File: src/rtl/fetch_pkg.sv
// rtl/fetch_pkg.sv - shared types and constants for the fetch front-end
package fetch_pkg;

    // Bus transfer phases of the fetch sequencer
    typedef enum logic [1:0] {
        IDLE   = 2'd0,
        SETUP  = 2'd1,
        ACCESS = 2'd2
    } fetch_state_t;

    // PC step per fetched instruction word
    localparam int FETCH_INC = 4;

    // Native width of a prefetch entry field on RV32
    localparam int FETCH_XLEN = 32;

    typedef struct packed {
        logic [FETCH_XLEN-1:0] pc;
        logic [FETCH_XLEN-1:0] inst;
    } fetch_entry_t;

endpackage

File: src/rtl/fetch_queue.sv
// rtl/fetch_queue.sv - DEPTH-entry circular prefetch FIFO
//
// Ports:
//   clk, rts          clock, synchronous active-high reset
//   push, push_data   write an entry at the tail
//   pop               drop the head entry
//   flush             empty the queue; overrides push and pop
//   head_data         head entry, zero while empty
//   count             number of valid entries
//   empty, full       occupancy flags
module fetch_queue #(
    parameter int WIDTH = 64,
    parameter int DEPTH = 4,
    localparam int PW = $clog2(DEPTH),
    localparam int CW = PW + 1
) (
    input  logic             clk,
    input  logic             rts,
    input  logic             push,
    input  logic [WIDTH-1:0] push_data,
    input  logic             pop,
    input  logic             flush,
    output logic [WIDTH-1:0] head_data,
    output logic [CW-1:0]    count,
    output logic             empty,
    output logic             full
);

    logic [WIDTH-1:0] mem_q [DEPTH];
    logic [WIDTH-1:0] mem_d [DEPTH];
    logic [PW-1:0]    wr_q, wr_d;
    logic [PW-1:0]    rd_q, rd_d;
    logic [CW-1:0]    count_q, count_d;
    logic             do_push;
    logic             do_pop;

    assign empty     = (count_q == '0);
    assign full      = (count_q == CW'(DEPTH));
    assign count     = count_q;
    assign head_data = empty ? '0 : mem_q[rd_q];

    always_comb begin
        mem_d   = mem_q;
        wr_d    = wr_q;
        rd_d    = rd_q;
        count_d = count_q;
        do_push = push && !flush && !full;
        do_pop  = pop && !flush && !empty;
        if (flush) begin
            wr_d    = '0;
            rd_d    = '0;
            count_d = '0;
        end else begin
            if (do_push) begin
                mem_d[wr_q] = push_data;
                // DEPTH is a power of two, so pointer wrap is free
                wr_d        = wr_q + PW'(1);
            end
            if (do_pop) begin
                rd_d = rd_q + PW'(1);
            end
            count_d = count_q + CW'(do_push) - CW'(do_pop);
        end
    end

    always_ff @(posedge clk) begin
        if (rts) begin
            for (int i = 0; i < DEPTH; i++) begin
                mem_q[i] <= '0;
            end
            wr_q    <= '0;
            rd_q    <= '0;
            count_q <= '0;
        end else begin
            mem_q   <= mem_d;
            wr_q    <= wr_d;
            rd_q    <= rd_d;
            count_q <= count_d;
        end
    end

endmodule

File: src/rtl/fetch_unit.sv
// rtl/fetch_unit.sv - instruction fetch front-end: PC, APB read sequencer, prefetch queue
//
// Ports:
//   clk, rts                       clock, synchronous active-high reset
//   bus_addr/sel/en                APB master request (address held for the transfer)
//   bus_rdata/ready/err            APB response
//   redirect_valid, redirect_pc    one-cycle pulse: load new PC and flush the queue
//   inst_valid/inst/inst_pc        queue head towards decode
//   inst_ready                     decode accepts the head
//   halted                         sticky, a zero instruction word was fetched
//   fetch_err                      sticky, a live fetch returned bus_err
//   misalign_trap                  only with FETCH_MISALIGN_TRAP_EN: sticky until the
//                                  next redirect, set by a misaligned redirect target
//
// Build option FETCH_MISALIGN_TRAP_EN: when undefined the low two bits of the redirect
// target are cleared and no misalign_trap port exists.
module fetch_unit
    import fetch_pkg::*;
#(
    parameter int              XLEN      = 32,
    parameter logic [XLEN-1:0] RESET_VEC = '0,
    parameter int              DEPTH     = 4
) (
    input  logic            clk,
    input  logic            rts,
    output logic [XLEN-1:0] bus_addr,
    output logic            bus_sel,
    output logic            bus_en,
    input  logic [XLEN-1:0] bus_rdata,
    input  logic            bus_ready,
    input  logic            bus_err,
    input  logic            redirect_valid,
    input  logic [XLEN-1:0] redirect_pc,
    output logic            inst_valid,
    output logic [XLEN-1:0] inst,
    output logic [XLEN-1:0] inst_pc,
    input  logic            inst_ready,
    output logic            halted,
    output logic            fetch_err
`ifdef FETCH_MISALIGN_TRAP_EN
    ,
    output logic            misalign_trap
`endif
);

    localparam int CW = $clog2(DEPTH) + 1;

    fetch_state_t    state_q, state_d;
    logic [XLEN-1:0] pc_q, pc_d;
    logic [XLEN-1:0] addr_q, addr_d;
    logic            sel_q, sel_d;
    logic            en_q, en_d;
    logic            discard_q, discard_d;
    logic            halted_q, halted_d;
    logic            err_q, err_d;
    logic            misalign_hold;
    logic [XLEN-1:0] redir_pc;

    logic              q_push;
    logic              q_pop;
    logic [2*XLEN-1:0] q_head;
    logic [CW-1:0]     q_count;
    logic              q_empty;
    logic              q_full;
    logic              completing;
    logic              can_issue;

`ifdef FETCH_MISALIGN_TRAP_EN
    logic misalign_q, misalign_d;
    assign redir_pc      = redirect_pc;
    assign misalign_hold = misalign_q;
    assign misalign_trap = misalign_q;
`else
    assign redir_pc      = redirect_pc & ~XLEN'(3);
    assign misalign_hold = 1'b0;
`endif

    assign completing = (state_q == ACCESS) && bus_ready;

    // The queue slot is reserved at issue; only one transfer is ever in flight and
    // the queue only drains meanwhile, so a completion always finds room.
    // No issue on a redirect cycle: the new PC is not loaded yet.
    assign can_issue = !halted_q && !err_q && !misalign_hold && !redirect_valid &&
                       (q_count < CW'(DEPTH));

    // Redirect beats a same-cycle pop: the head belongs to the old stream
    assign q_pop = inst_ready && !q_empty && !redirect_valid;

    always_comb begin
        state_d   = state_q;
        pc_d      = pc_q;
        addr_d    = addr_q;
        discard_d = discard_q;
        halted_d  = halted_q;
        err_d     = err_q;
        q_push    = 1'b0;
`ifdef FETCH_MISALIGN_TRAP_EN
        misalign_d = misalign_q;
        if (redirect_valid) begin
            misalign_d = |redirect_pc[1:0];
        end
`endif

        case (state_q)
            IDLE: begin
                if (can_issue) begin
                    state_d = SETUP;
                    addr_d  = pc_q;
                    pc_d    = pc_q + XLEN'(FETCH_INC);
                end
            end
            SETUP:   state_d = ACCESS;
            ACCESS:  if (bus_ready) state_d = IDLE;
            default: state_d = IDLE;
        endcase

        // A live completion either records an error, halts on a zero word, or queues
        if (completing && !discard_q && !redirect_valid) begin
            if (bus_err) begin
                err_d = 1'b1;
            end else if (bus_rdata == '0) begin
                halted_d = 1'b1;
            end else begin
                q_push = 1'b1;
            end
        end

        // A redirect never aborts the bus; the stale transfer runs out and is dropped
        if (completing) begin
            discard_d = 1'b0;
        end else if (redirect_valid && (state_q != IDLE)) begin
            discard_d = 1'b1;
        end

        if (redirect_valid) begin
            pc_d = redir_pc;
        end

        sel_d = (state_d != IDLE);
        en_d  = (state_d == ACCESS);
    end

    always_ff @(posedge clk) begin
        if (rts) begin
            state_q   <= IDLE;
            pc_q      <= RESET_VEC;
            addr_q    <= '0;
            sel_q     <= 1'b0;
            en_q      <= 1'b0;
            discard_q <= 1'b0;
            halted_q  <= 1'b0;
            err_q     <= 1'b0;
`ifdef FETCH_MISALIGN_TRAP_EN
            misalign_q <= 1'b0;
`endif
        end else begin
            state_q   <= state_d;
            pc_q      <= pc_d;
            addr_q    <= addr_d;
            sel_q     <= sel_d;
            en_q      <= en_d;
            discard_q <= discard_d;
            halted_q  <= halted_d;
            err_q     <= err_d;
`ifdef FETCH_MISALIGN_TRAP_EN
            misalign_q <= misalign_d;
`endif
        end
    end

    fetch_queue #(
        .WIDTH (2 * XLEN),
        .DEPTH (DEPTH)
    ) u_queue (
        .clk       (clk),
        .rts       (rts),
        .push      (q_push && !q_full),
        .push_data ({addr_q, bus_rdata}),
        .pop       (q_pop),
        .flush     (redirect_valid),
        .head_data (q_head),
        .count     (q_count),
        .empty     (q_empty),
        .full      (q_full)
    );

    assign bus_addr   = addr_q;
    assign bus_sel    = sel_q;
    assign bus_en     = en_q;
    assign inst_valid = !q_empty;
    assign inst_pc    = q_head[2*XLEN-1:XLEN];
    assign inst       = q_head[XLEN-1:0];
    assign halted     = halted_q;
    assign fetch_err  = err_q;

endmodule
File: config.mk
export PLATFORM = sky130hd
export DESIGN_NAME = fetch_unit
export DESIGN_NICKNAME = d
export VERILOG_FILES = /design/src/rtl/fetch_pkg.sv /design/src/rtl/fetch_queue.sv /design/src/rtl/fetch_unit.sv
export SDC_FILE = /design/constraint.sdc
export NUM_CORES = 1
export LEC_CHECK = 0
export ABC_CLOCK_PERIOD_IN_PS = 2560
export CELL_PAD_IN_SITES_DETAIL_PLACEMENT = 1
export CELL_PAD_IN_SITES_GLOBAL_PLACEMENT = 2
export CORE_UTILIZATION = 33
export CTS_BUF_LIST = sky130_fd_sc_hd__clkbuf_4
export CTS_CLUSTER_SIZE = 40
export DETAILED_ROUTE_END_ITERATION = 6
export HOLD_SLACK_MARGIN = 0.08
export PLACE_DENSITY = 0.87
export SETUP_SLACK_MARGIN = 0.4
export SYNTH_ARGS = -nofsm -noshare
export SYNTH_HDL_FRONTEND = slang
export SYNTH_SLANG_ARGS = --single-unit
File: constraint.sdc
create_clock -name clk -period 2.56 [get_ports clk]
set_clock_uncertainty 0.05 [all_clocks]
set_input_delay 0.512 -clock clk [delete_from_list [all_inputs] [get_ports clk]]
set_output_delay 0.512 -clock clk [all_outputs]
set_load 0.01 [all_outputs]
# After elaboration in Yosys (flattened, before gate mapping)
# Index checks and enable logic that the tools add are counted.
dict set report word_totals {
  ff_bits 334
  input_bits 70
  wordCells 84
  out_inout_bits 101
}
dict set report classes {
  bitwise 4
  eq_ne 4
  n_lt_le_gt_ge 4
  addsub 5
  reduce_logical 35
  n_mux 16
}
# op n
set op_table {}
lappend op_table {{256-bit bitwise mux} 1}
lappend op_table {{64-bit 2-to-1 mux} 4}
lappend op_table {{64-bit binary-select mux with 2-bit select} 1}
lappend op_table {{64-bit demux with 2-bit select} 1}
lappend op_table {{32-bit 2-to-1 mux} 3}
lappend op_table {{32-bit by 3-bit adder with 32-bit output (second input constant)} 1}
lappend op_table {{32-bit zero test} 1}
lappend op_table {{1-bit logical AND} 15}
lappend op_table {{2-bit AND reduction} 4}
lappend op_table {{2-bit nonzero test} 4}
lappend op_table {{3-bit greater-or-equal comparator (second input constant)} 2}
lappend op_table {{1-bit zero test} 6}
lappend op_table {{2-bit inverter with 3-bit output} 2}
lappend op_table {{2-bit one-hot mux with 3 select lines} 1}
lappend op_table {{2-bit by 1-bit adder with 2-bit output (second input constant)} 2}
lappend op_table {{2-bit == test (second input constant)} 2}
lappend op_table {{2-bit 2-to-1 mux} 2}
lappend op_table {{2-bit OR reduction} 2}
lappend op_table {{3-bit by 1-bit adder with 3-bit output} 1}
lappend op_table {{3-bit == test (second input constant)} 1}
lappend op_table {{3-bit zero test} 1}
lappend op_table {{3-bit by 1-bit < comparator with 1-bit output (second input constant)} 1}
lappend op_table {{3-bit < comparator (second input constant)} 1}
lappend op_table {{1-bit 2-to-1 mux} 3}
lappend op_table {{5 further kinds} 6}

# Depth between registers and ports, before layout
dict set report logic_depth {
  ltp_word 10
  mapped_depth 10
  mapped_depth_nobuf 10
}

# Modules after synthesis
# From an unflattened synthesis, not the netlist that was laid out.
dict set report hier_totals {
  hier_cells 1504
  hier_area_um2 15768.9
}
# mod area_per_inst_um2 n_inst cells_per_inst seq_area_each_um2
set by_module_without_submodules {}
lappend by_module_without_submodules {fetch_queue 12580.8 1 1096 5265.0}
lappend by_module_without_submodules {fetch_unit 3188.1 1 408 1341.3}

# Least setup slack after synthesis
# No wires, ideal clock.
dict set report synth_path {
  kind {register to register}
  from {reg u_queue.count_q[1] (netlist: u_queue.count[1])}
  to {reg u_queue.count_q[2] (netlist: u_queue.count[2])}
  arrival_time_ns 2.294
  setup_time_ns 0.122
  slack_ns 0.093
  synth_period_minus_slack_ns 2.467
  path_stages_with_launch 11
  required_ns 2.388
  cell_sequence {dfxtp_1 nor3_1 nor3b_1 ha_1 inv_1 ha_1 inv_1 fa_1 xor2_1 xnor2_1 nor2_1}
}
dict set report synth_via {
  elab_chain_cells 7
  elab_cells_between_ends 13
  cone_classes {2 x add/sub; 1 x eq/ne; 10 x reduce/logical}
}
# item line_no
set synth_lines {}
lappend synth_lines {{from (decl)} fetch_queue.sv:33} ;# logic [CW-1:0] count_q, count_d;
lappend synth_lines {{from (signal assigned)} fetch_queue.sv:78} ;# count_q <= count_d;
lappend synth_lines {{3-bit zero test *} fetch_queue.sv:37} ;# assign empty = (count_q == '0);
lappend synth_lines {{1-bit zero test *} {fetch_queue.sv:48, fetch_unit.sv:87}}
lappend synth_lines {{1-bit logical AND (2 in a row)} fetch_unit.sv:87} ;# assign q_pop = inst_ready && !q_empty && !redirect_valid;
lappend synth_lines {{1-bit logical AND} fetch_queue.sv:48} ;# do_pop = pop && !flush && !empty;
lappend synth_lines {{1-bit logical AND *} fetch_queue.sv:48}
lappend synth_lines {{net u_queue.do_pop} fetch_queue.sv:35} ;# logic do_pop;
lappend synth_lines {{3-bit by 1-bit subtractor with 3-bit output *} fetch_queue.sv:62} ;# count_d = count_q + CW'(do_push) - CW'(do_pop);
# Mark *: on every way through the listed nets, which the timed path passes. The rest lies on a longest branch.
# A chain may end at the register's enable or synchronous reset.

# Worst setup path after layout
dict set report layout_path {
  from {reg u_queue.rd_q[1]}
  to {out inst[6]}
}
dict set report layout_via {
  elab_chain_cells 5
}
# item line_no
set layout_lines {}
lappend layout_lines {{from (decl)} fetch_queue.sv:32} ;# logic [PW-1:0] rd_q, rd_d;
lappend layout_lines {{from (signal assigned)} fetch_queue.sv:77} ;# rd_q <= rd_d;
lappend layout_lines {{2-bit inverter with 3-bit output (not written as such)} fetch_queue.sv:40} ;# assign head_data = empty ? '0 : mem_q[rd_q];
lappend layout_lines {{64-bit binary-select mux with 2-bit select} fetch_queue.sv:40}
lappend layout_lines {{64-bit 2-to-1 mux (not written as such) (2 in a row)} fetch_queue.sv:40}
lappend layout_lines {{64-bit 2-to-1 mux} fetch_queue.sv:40}
lappend layout_lines {{to (decl)} fetch_unit.sv:35} ;# output logic [XLEN-1:0] inst,
# Every way passes these cells. The select of a mux whose other input is x is not followed.

==> flow_summary_export.csv <==
group,metric,value,unit
run_status,outcome,"finished with violations",
run_status,failing_checks,"setup timing",
timing,period_minus_slack,2.89,ns
floorplanning,num_rows,76,
detailed_routing,initialDrtViolationCount,509,
min_path,min-delay-path-class,"primary input to register",
cts,numCtsBuffers,90,
detailed_routing,number_of_antenna_violating_nets_in_the_routed_design,0,
detailed_routing,post-route-drc-count,0,
timing,report.final.hold_viol_count,0,
floorplanning,floorplan.initialDensity,33.4,%
floorplanning,die-height,211,µm
setup_path,worst_setup_path_end_kind,"output port",
detailed_routing,route.detailed.vias_per_inst,4.99,
finish,drive_above_1_share,26.4,%
finish,filler_cell_count,4793,
synthesis,syn-instance-count,1485,
finish,final-seq-area,0.00649,mm²
timing,fin_hold_ws,0.287,ns
timing,max-slew-margin-rel,51.7,%
timing,grt_setup_unrepaired,"yes",
global_routing,grt_overflow_total,0,
timing,layout_worst_path_cycle_share,113,%
floorplanning,core,0.0431,mm²
global_routing,via_count_of_the_first_global_routing_pass,12952,
synthesis,synth_seq_area_share,44.8,%
pwr,vdd.ir_drop.worst,216,µV
cts,clock-sinks,322,
timing,max_slew.worst_pin.slew,0.724,ns
synthesis,synth_top_cells_by_area,"sky130_fd_sc_hd__dfxtp_1 45%, sky130_fd_sc_hd__mux2i_1 17%, sky130_fd_sc_hd__nand2_1 11%",
finish,area_delta_synth_final,35.9,%
finish,final_common_cell,"sky130_fd_sc_hd__nand2_1",
setup_path,worst_ep_arrival_time,2.33,ns
pwr,switching_share,25.5,%
synthesis,dominantRegCellSynth,"sky130_fd_sc_hd__dfxtp_1",
floorplanning,dieArea,0.0444,mm²
synthesis,postSynth.asyncResetShare,0,%
pwr,leakage,8.85,nW
synthesis,yosys_warnings,0,
cts,clock_insertion_delay_worst_skew,0.74,ns
synthesis,synth_top_area_cell,"sky130_fd_sc_hd__dfxtp_1",
pwr,seq_power_share,49.5,%
place,io_buffer_count,164,
timing,max_freq,346,MHz
synthesis,synth-seq-cells,322,
pwr,power_frac_clock,44.5,%
cts,clkTransAtPathRegs,0.07,ns
floorplanning,io_pins,171,
finish,final_design_area_no_fill,0.0195,mm²
cts,ctsLongestPathBuffers,3,
global_routing,antenna_violations_before_repair,3,
place,hpwl,28500,µm
cts,ctsRootBufferMaster,"sky130_fd_sc_hd__clkbuf_4",
timing,report.final.setup_viol,62,
synthesis,synth-edff-count,0,
finish,finalNetCount,1841,
finish,multi_input_comb_area,0.00780,mm²
setup_path,critical_path.startpoint_type,"register",
global_routing,grt_max_degree,89,
pwr,power_switching,0.00266,W
cts,cts_tree,"built",
pwr,total_power,0.0104,W
floorplanning,die_w,211,µm
detailed_routing,drt_pass1_iterations,7,
job,drv_cap,0,
global_routing,grt_first_pass_wirelength,69400,µm
synthesis,distinct_cell_type_count_after_synthesis,50,
synthesis,synth_area_per_cell,9.69,µm²
timing,worst_slack,-0.331,ns
pwr,power_frac_comb,6.0,%
detailed_routing,finalWirelength,46200,µm
place,postPlaceCellArea,0.0173,mm²
finish,layout.cells.most_common_list,"402 x sky130_fd_sc_hd__nand2_1, 297 x sky130_fd_sc_hd__dfxtp_1, 244 x sky130_fd_sc_hd__mux2i_1",
setup_path,reg2reg_slack,0.27,ns
setup_path,setup.worst_path.class,"register to output port",
place,rd_place_congestion,0.824,
global_routing,global_route.usage.total,19.7,%
timing,report.final.slew_viol_count,0,
synthesis,post-synth-top-area-fraction,44.8,%
detailed_routing,routedWlPerCell,19.2,µm
pwr,power_per_cell_area,532,mW/mm²
setup_path,cp_max_fo,7,
cts,h_tree_levels,3,
setup_path,cp.required,2.00,ns
synthesis,post_synth_instance_area,0.0144,mm²
pwr,internal_power,0.00774,W
detailed_routing,num_vias,12039,
-- metal layers --
| metal | global-route usage, % | up-vias | part of all wire [%] |
|---|---|---|---|
| met1 | 24.4 | 5947 | 43 |
| met2 | 33.5 | 276 | 49 |
| li1 | - | 5743 | - |
| met5 | 0 | - | 0.022 |
| met3 | 4.45 | 71 | 5.2 |
| met4 | 6.70 | 2 | 2.0 |
-- power groups by stage --
stage / Combinational (W) / Clock (W) / Sequential [W]
after CTS: 0.000613 / 0.00478 / 0.00514
after global routing: 0.000677 / 0.00510 / 0.00515
after detailed placement: 0.000618 / 0 / 0.00525
after global placement: 0.000604 / 0 / 0.00525
final: 0.000621 / 0.00463 / 0.00515
after floorplan: 0.000316 / 0 / 0.00523
-- kinds of logic (layout without fill, tap and decap cells) --
kind of cell	count (synthesis)	after routing	synth area share (%)
DFF	322	322	44.8
buffers and inverters	133	466	3.91
and+or+nand+nor	588	591	18.2
adders and majority gates	8	8	0.748
other	1	6	0.0261
AOI/OAI and AO/OA	113	113	4.71
xor gates and xnor gates	7	7	0.426
muxes	313	313	27.2
-- state kept, by name (all words and copies together), names as in the netlist, 2 cells and up --
| name | flops |
|---|---|
| u_queue.rd_q | 2 |
| u_queue.count | 3 |
| state_q | 2 |
| u_queue.mem_q | 248 |
| u_queue.wr_q | 2 |
| pc_q | 30 |
| bus_addr | 30 |
-- area by class of cell --
type / count / area share (%)
well taps: 585 / 3.75
inverters: 17 / 0.391
clock inverters: 23 / 0.589
diodes: 2 / 0.0256
flip-flops and latches: 322 / 33.2
multi-input cells: 1036 / 39.9
repair buffers: 296 / 17.1
clock buffers: 130 / 4.99
-- final timing paths --
path,startpoint,endpoint,cells past startpoint
hold / removal,bus_rdata[31],u_queue.mem_q[159]$_SDFFE_PP0P_,4
hold reg to reg,u_queue.mem_q[244]$_SDFFE_PP0P_,u_queue.mem_q[244]$_SDFFE_PP0P_,2
setup / recovery,u_queue.rd_q[1]$_SDFFE_PP0P_,inst[6],6
setup reg to reg,u_queue.count[1]$_SDFF_PP0_,u_queue.count[2]$_SDFF_PP0_,12
-- metrics by stage --
step / instances / TNS [ns] / util [%] / setup WS [ns]
floorplan: 1488 / 0 / - / 0.381
global placement: 2197 / -65.88 / 40.2 / -0.386
detailed placement: 2197 / -72.87 / 40.2 / -0.376
CTS: 2388 / -19.59 / 43.9 / -0.414
global route: 2411 / -22.72 / 45.4 / -0.450
finish: 2411 / -15.48 / 45.4 / -0.331
-- cells in the mapped netlist (all sizes together) (4+ instances only) --
cell type	count
a32oi	4
and3	6
mux4	62
or4	4
xor2	4
nand2	406
nand3b	5
ha	7
dfxtp	322
o31a	7
o21ai	17
nand4	11
nor2	25
a22oi	4
or3	4
a31oi	9
nor2b	69
nor4	16
inv	17
clkbuf	65
mux2i	249
nor3	8
buf	51
nand3	16
a21oi	59
nor3b	5
-- worst max-delay path, cell delays in order (launching register included) --
cell and delay [ns]:
sky130_fd_sc_hd__dfxtp_4 0.40, sky130_fd_sc_hd__buf_12 0.15, sky130_fd_sc_hd__buf_8 0.11, sky130_fd_sc_hd__buf_16 0.13
sky130_fd_sc_hd__mux4_2 0.49, sky130_fd_sc_hd__nor2b_1 0.15, sky130_fd_sc_hd__buf_2 0.15
-- what timing repair did --
action,in CTS,in global routing
hold buffers,1,0
gates resized for setup,393,45
cloned,6,18
setup buffers,31,3
hold endpoints to repair,1,0
pin swaps,2,9
setup endpoints to repair,109,328
Power figures use the tool's default switching activity.
==> RTL change 1 (config.mk and constraints unchanged) <==
`DEPTH` is set to 4 in 2 places; all go to 2.
--- a/src/rtl/fetch_queue.sv
+++ b/src/rtl/fetch_queue.sv
@@ -11,5 +11,5 @@
 module fetch_queue #(
     parameter int WIDTH = 64,
-    parameter int DEPTH = 4,
+    parameter int DEPTH = 2,
     localparam int PW = $clog2(DEPTH),
     localparam int CW = PW + 1
--- a/src/rtl/fetch_unit.sv
+++ b/src/rtl/fetch_unit.sv
@@ -20,5 +20,5 @@
     parameter int              XLEN      = 32,
     parameter logic [XLEN-1:0] RESET_VEC = '0,
-    parameter int              DEPTH     = 4
+    parameter int              DEPTH     = 2
 ) (
     input  logic            clk,
Formal check against the unedited RTL: same outputs for any inputs over 4 cycles, from zero or initial values; that may be too few to reach the edited logic, so the function may still have changed.
==> RTL change 1 against the unedited design <==
Wire length down 36%. Synthesized area down 41%. Utilization up 6.1 points. Worst setup slack better by 0.42 ns. Power down 46%. Final area down 34%. Cell count down 34%. Sequential cell count down 127. Critical endpoint is now pc_q[19]. Highest routed layer is now met4.
==> RTL change 1: results (changes against the unedited design) <==
[status]
status = completed

[synth]
synth.top_cells.by_count = 205 x nor2_1, 195 x dfxtp_1, 186 x mux2i_1, 88 x nand2_1, 53 x a21oi_1
ys_seq_area_share_pct = 45.74  ; +0.93 points
syn_avg_cell_area_um2 = 8.844  ; -8.7%
synth.area.top_cells = dfxtp_1 46%, mux2i_1 22%, nor2_1 9.0%, nand2_1 3.9%, a21oi_1 3.1%
yosysUniqueCellTypes = 46  ; -8.0%
synth_compound_area_share_pct = 7.843  ; +3.1 points
async_flop_share_pct = 0  ; unchanged
synthAdderAreaFrac_pct = 0.2932  ; -0.45 points
synth_mux_area_share_pct = 22.08  ; -5.1 points
synthXorXnorAreaFrac_pct = 1.334  ; +0.91 points

[grt]
grt_max_degree = 74  ; -17%
grt_pass1_vias = 7877  ; -39%
track_usage_pct = 20.21  ; +0.54 points
grtUsageMet2_pct = 34.80  ; +1.2 points
grtUsageMet3_pct = 3.641  ; -0.80 points
grt_pass1_wl_um = 42260  ; -39%
grt_util_met1_pct = 26.25  ; +1.9 points

[setup_path]
crit_arrival_ns = 2.94  ; +0.61 ns
crit_fanout = 6  ; -1

[layout]
largest_register_ffs = 124  ; -50%
fillers = 2854  ; -40%
drive_gt1_share_pct = 29.03  ; +2.6 points
final_nets = 1325  ; -28%

[sta]
timing.slew.headroom_pct = 51.71  ; about the same

[place]
hpwlAfterDp_um = 18030  ; -37%
post-place-ws_ns = -0.2839  ; +0.09211 ns
placed_cell_area_um2 = 11110  ; -36%
place_inst = 1473  ; -33%
place.gp.congestion = 0.7923  ; -3.9%

[drt]
wl_met2_um = 15020  ; -34%
wl_per_cell_um = 18.61  ; -2.8%
dr.pass1.iters = 5  ; -2
wl_met3_um = 1085  ; -55%
routed_wl_um = 29700  ; -36%
drt-initial-drc-count = 356  ; -30%
viasPerCell = 5.103  ; +2.2%
top_layer_used = met4
m1WireLength_um = 13190  ; -34%

[clock_network]
cts_buffer_depth = 2  ; -1
cts_buffers = 17  ; -81%
cts.clk_slew.worst_paths_ns = 0.15  ; +0.08 ns
clock_latency_ns = 0.58  ; -0.16 ns
htree_num_levels = 4  ; +1

[power_and_ir_drop]
p_leak_nw = 6.112  ; -31%
p_sw_share_pct = 26.43  ; +0.88 points
vdd_drop_max_uv = 280.5  ; +30%

[RTL change 1: worst max-delay path, cell delays in order (launching register included)]
cell	delay [ns]
dfxtp_4	0.37
buf_6	0.11
or4_4	0.51
or3_4	0.36
or4_4	0.47
or4_1	0.42
a31oi_1	0.13
[RTL change 1: power groups by stage]
stage	registers (mW)	clock network, mW	logic [mW]
global route	3.19	1.93	0.782
floorplan	3.22	0	0.226
global placement	3.23	0	0.523
finish	3.18	1.75	0.737
CTS	3.17	1.81	0.596
detailed placement	3.24	0	0.530
[RTL change 1: cells by family (layout without fill, tap and decap cells)]
group           after synthesis  count (layout)
mux                         188             188
compound gates              111             111
other cells                   1               6
buf+inv                      83             379
xor+xnor                     13              13
flops                       195             195
simple gates                372             372
fa+ha+maj                     2               2
[RTL change 1: repair_timing]
action | 4_1_cts | 5_1_grt
gates resized for setup | 297 | 185
pin swaps | 20 | 68
setup endpoints to repair | 175 | 247
setup buffers | 33 | 37
cloned | 8 | 13
[RTL change 1: layout make-up]
cell class | instances | area (um2) | area share (%)
Antenna cell | 2 | 5.005 | 0.03852
Clock buffer | 18 | 135.1 | 1.040
Clock inverter | 12 | 155.1 | 1.194
Inverter | 13 | 48.80 | 0.3756
Multi-Input combinational cell | 690 | 4690 | 36.10
Sequential cell | 195 | 3964 | 30.51
Tap cell | 330 | 412.9 | 3.178
Timing Repair Buffer | 336 | 3581 | 27.56
[RTL change 1: worst paths after layout]
| kind | start | to | slack, ns | cells past startpoint |
|---|---|---|---|---|
| worst max-delay path | u_queue.count[1] | pc_q[19] | 0.09 | 6 |
| worst max register to register | u_queue.count[1] | pc_q[19] | 0.09 | 6 |
| worst min register to register | bus_addr[26] | bus_addr[26] | 0.44 | 2 |
| worst min-delay path | rts | pc_q[12] | 0.18 | 2 |
==> RTL change 2 (same flow settings) <==
Without the edit above. Put one more register stage on the output `fetch_err`. The value now appears one clock later. The other outputs are not delayed to match.
--- a/src/rtl/fetch_unit.sv
+++ b/src/rtl/fetch_unit.sv
@@ -192,5 +192,7 @@
     assign inst       = q_head[XLEN-1:0];
     assign halted     = halted_q;
-    assign fetch_err  = err_q;
+    always_ff @(posedge clk) begin
+        fetch_err <= err_q;
+    end
 
 endmodule
Check against the original RTL: not equivalent (a bounded check fails within 4 cycles, from zero or initial values).
==> RTL change 2 against the unedited design <==
Non-clock buffer count up 2. Wire length down 1.2%. Cell count grew 0.50%. Sequential cell count grew 1. Sequential power is essentially flat. Fmax increased by 0.37%. Die area up 0.14%. The flow still finishes with violations (negative setup slack). Synthesized area grew 0.14%. Largest cell class unchanged. Utilization increased by 0.51 points. Final area is 1.1% higher. Worst setup slack gained 0.011 ns. Power is 2.5% higher.
==> RTL change 2: results (changes against the unedited design) <==
[status]
status = finished, violations left
violations = negative setup slack

[setup_path]
crit_fanout = 5  ; -2
cp_slowest_stage_delay_ns = 0.51  ; +0.02 ns

[place]
placed_cell_area_um2 = 17370  ; +0.36%
hpwlAfterDp_um = 28630  ; +0.29%
place.gp.congestion = 0.8386  ; +1.8%
place_inst = 2207  ; +0.46%
post-place-ws_ns = -0.4396  ; -0.06366 ns

[layout]
fillers = 4771  ; -0.46%
final_nets = 1843  ; +0.11%
final_util_pct = 45.88  ; +0.51 points
drive_gt1_share_pct = 27.61  ; +1.2 points

[sta]
timing.slew.headroom_pct = 63.84  ; +12 points
finalSetupViolCount = 62  ; unchanged
tns_ns = -14.49  ; +0.9945 ns
timing.final.ws_setup_ns = -0.3200  ; +0.01056 ns

[drt]
dr.pass1.iters = 5  ; -2
wl_per_cell_um = 18.83  ; -1.7%
vias = 12044  ; +0.042%
drt-initial-drc-count = 532  ; +4.5%

[grt]
grtUsageMet2_pct = 33.78  ; +0.23 points
grt_util_met1_pct = 24.30  ; -0.047 points
track_usage_pct = 19.72  ; +0.053 points
grtUsageMet3_pct = 4.148  ; -0.30 points

[clock_network]
clock_latency_ns = 0.76  ; +0.02 ns

[synth]
ys_seq_area_share_pct = 44.89  ; +0.077 points
synth.area.top_cells = dfxtp_1 45%, mux2i_1 17%, nand2_1 11%, mux4_2 9.7%, nor2b_1 3.0%
synth_mux_area_share_pct = 27.15  ; -0.038 points
synthAdderAreaFrac_pct = 0.7470  ; -0.0010 points
synth_compound_area_share_pct = 4.708  ; -0.0066 points
synth.top_cells.by_count = 406 x nand2_1, 323 x dfxtp_1, 249 x mux2i_1, 69 x nor2b_1, 65 x clkbuf_1

[power_and_ir_drop]
fin_total_pwr_mw = 10.66  ; +2.5%
p_leak_nw = 8.898  ; +0.55%
seq_power_share_pct = 48.3  ; -1.2 points
internal_power_mw = 7.969  ; +3.0%

-- RTL change 2: path summary, 6_finish.rpt --
path | to | slack [ns]
max | inst[15] | -0.32
min | u_queue.mem_q[31] | 0.23
max reg2reg | u_queue.count[2] | 0.24
min reg2reg | fetch_err | 0.35
-- RTL change 2: repair_timing --
action,in CTS,in global routing
hold endpoints to repair,5,0
gates cloned,8,11
pin swaps,2,5
gates resized for setup,374,94
hold buffers,1,0
buffers inserted,24,7
setup endpoints to repair,112,224
-- RTL change 2: cell type report --
class	count	area [um2]	area share [%]
clock inverter	21	107.6	0.5445
tap	585	732.0	3.704
clock buffer	142	1066	5.394
antenna	2	5.005	0.02532
multi-input combinational	1035	7884	39.89
sequential	323	6502	32.90
inverter	17	73.82	0.3735
timing repair buffer	298	3392	17.16
-- RTL change 2: routing by layer --
layer,wire (um),up-vias,share of wire (%)
met3,2163,64,4.7
met4,828,0,1.8
met1,20020,5964,44
li1,-,5753,-
met2,22620,263,50
met5,0,-,0
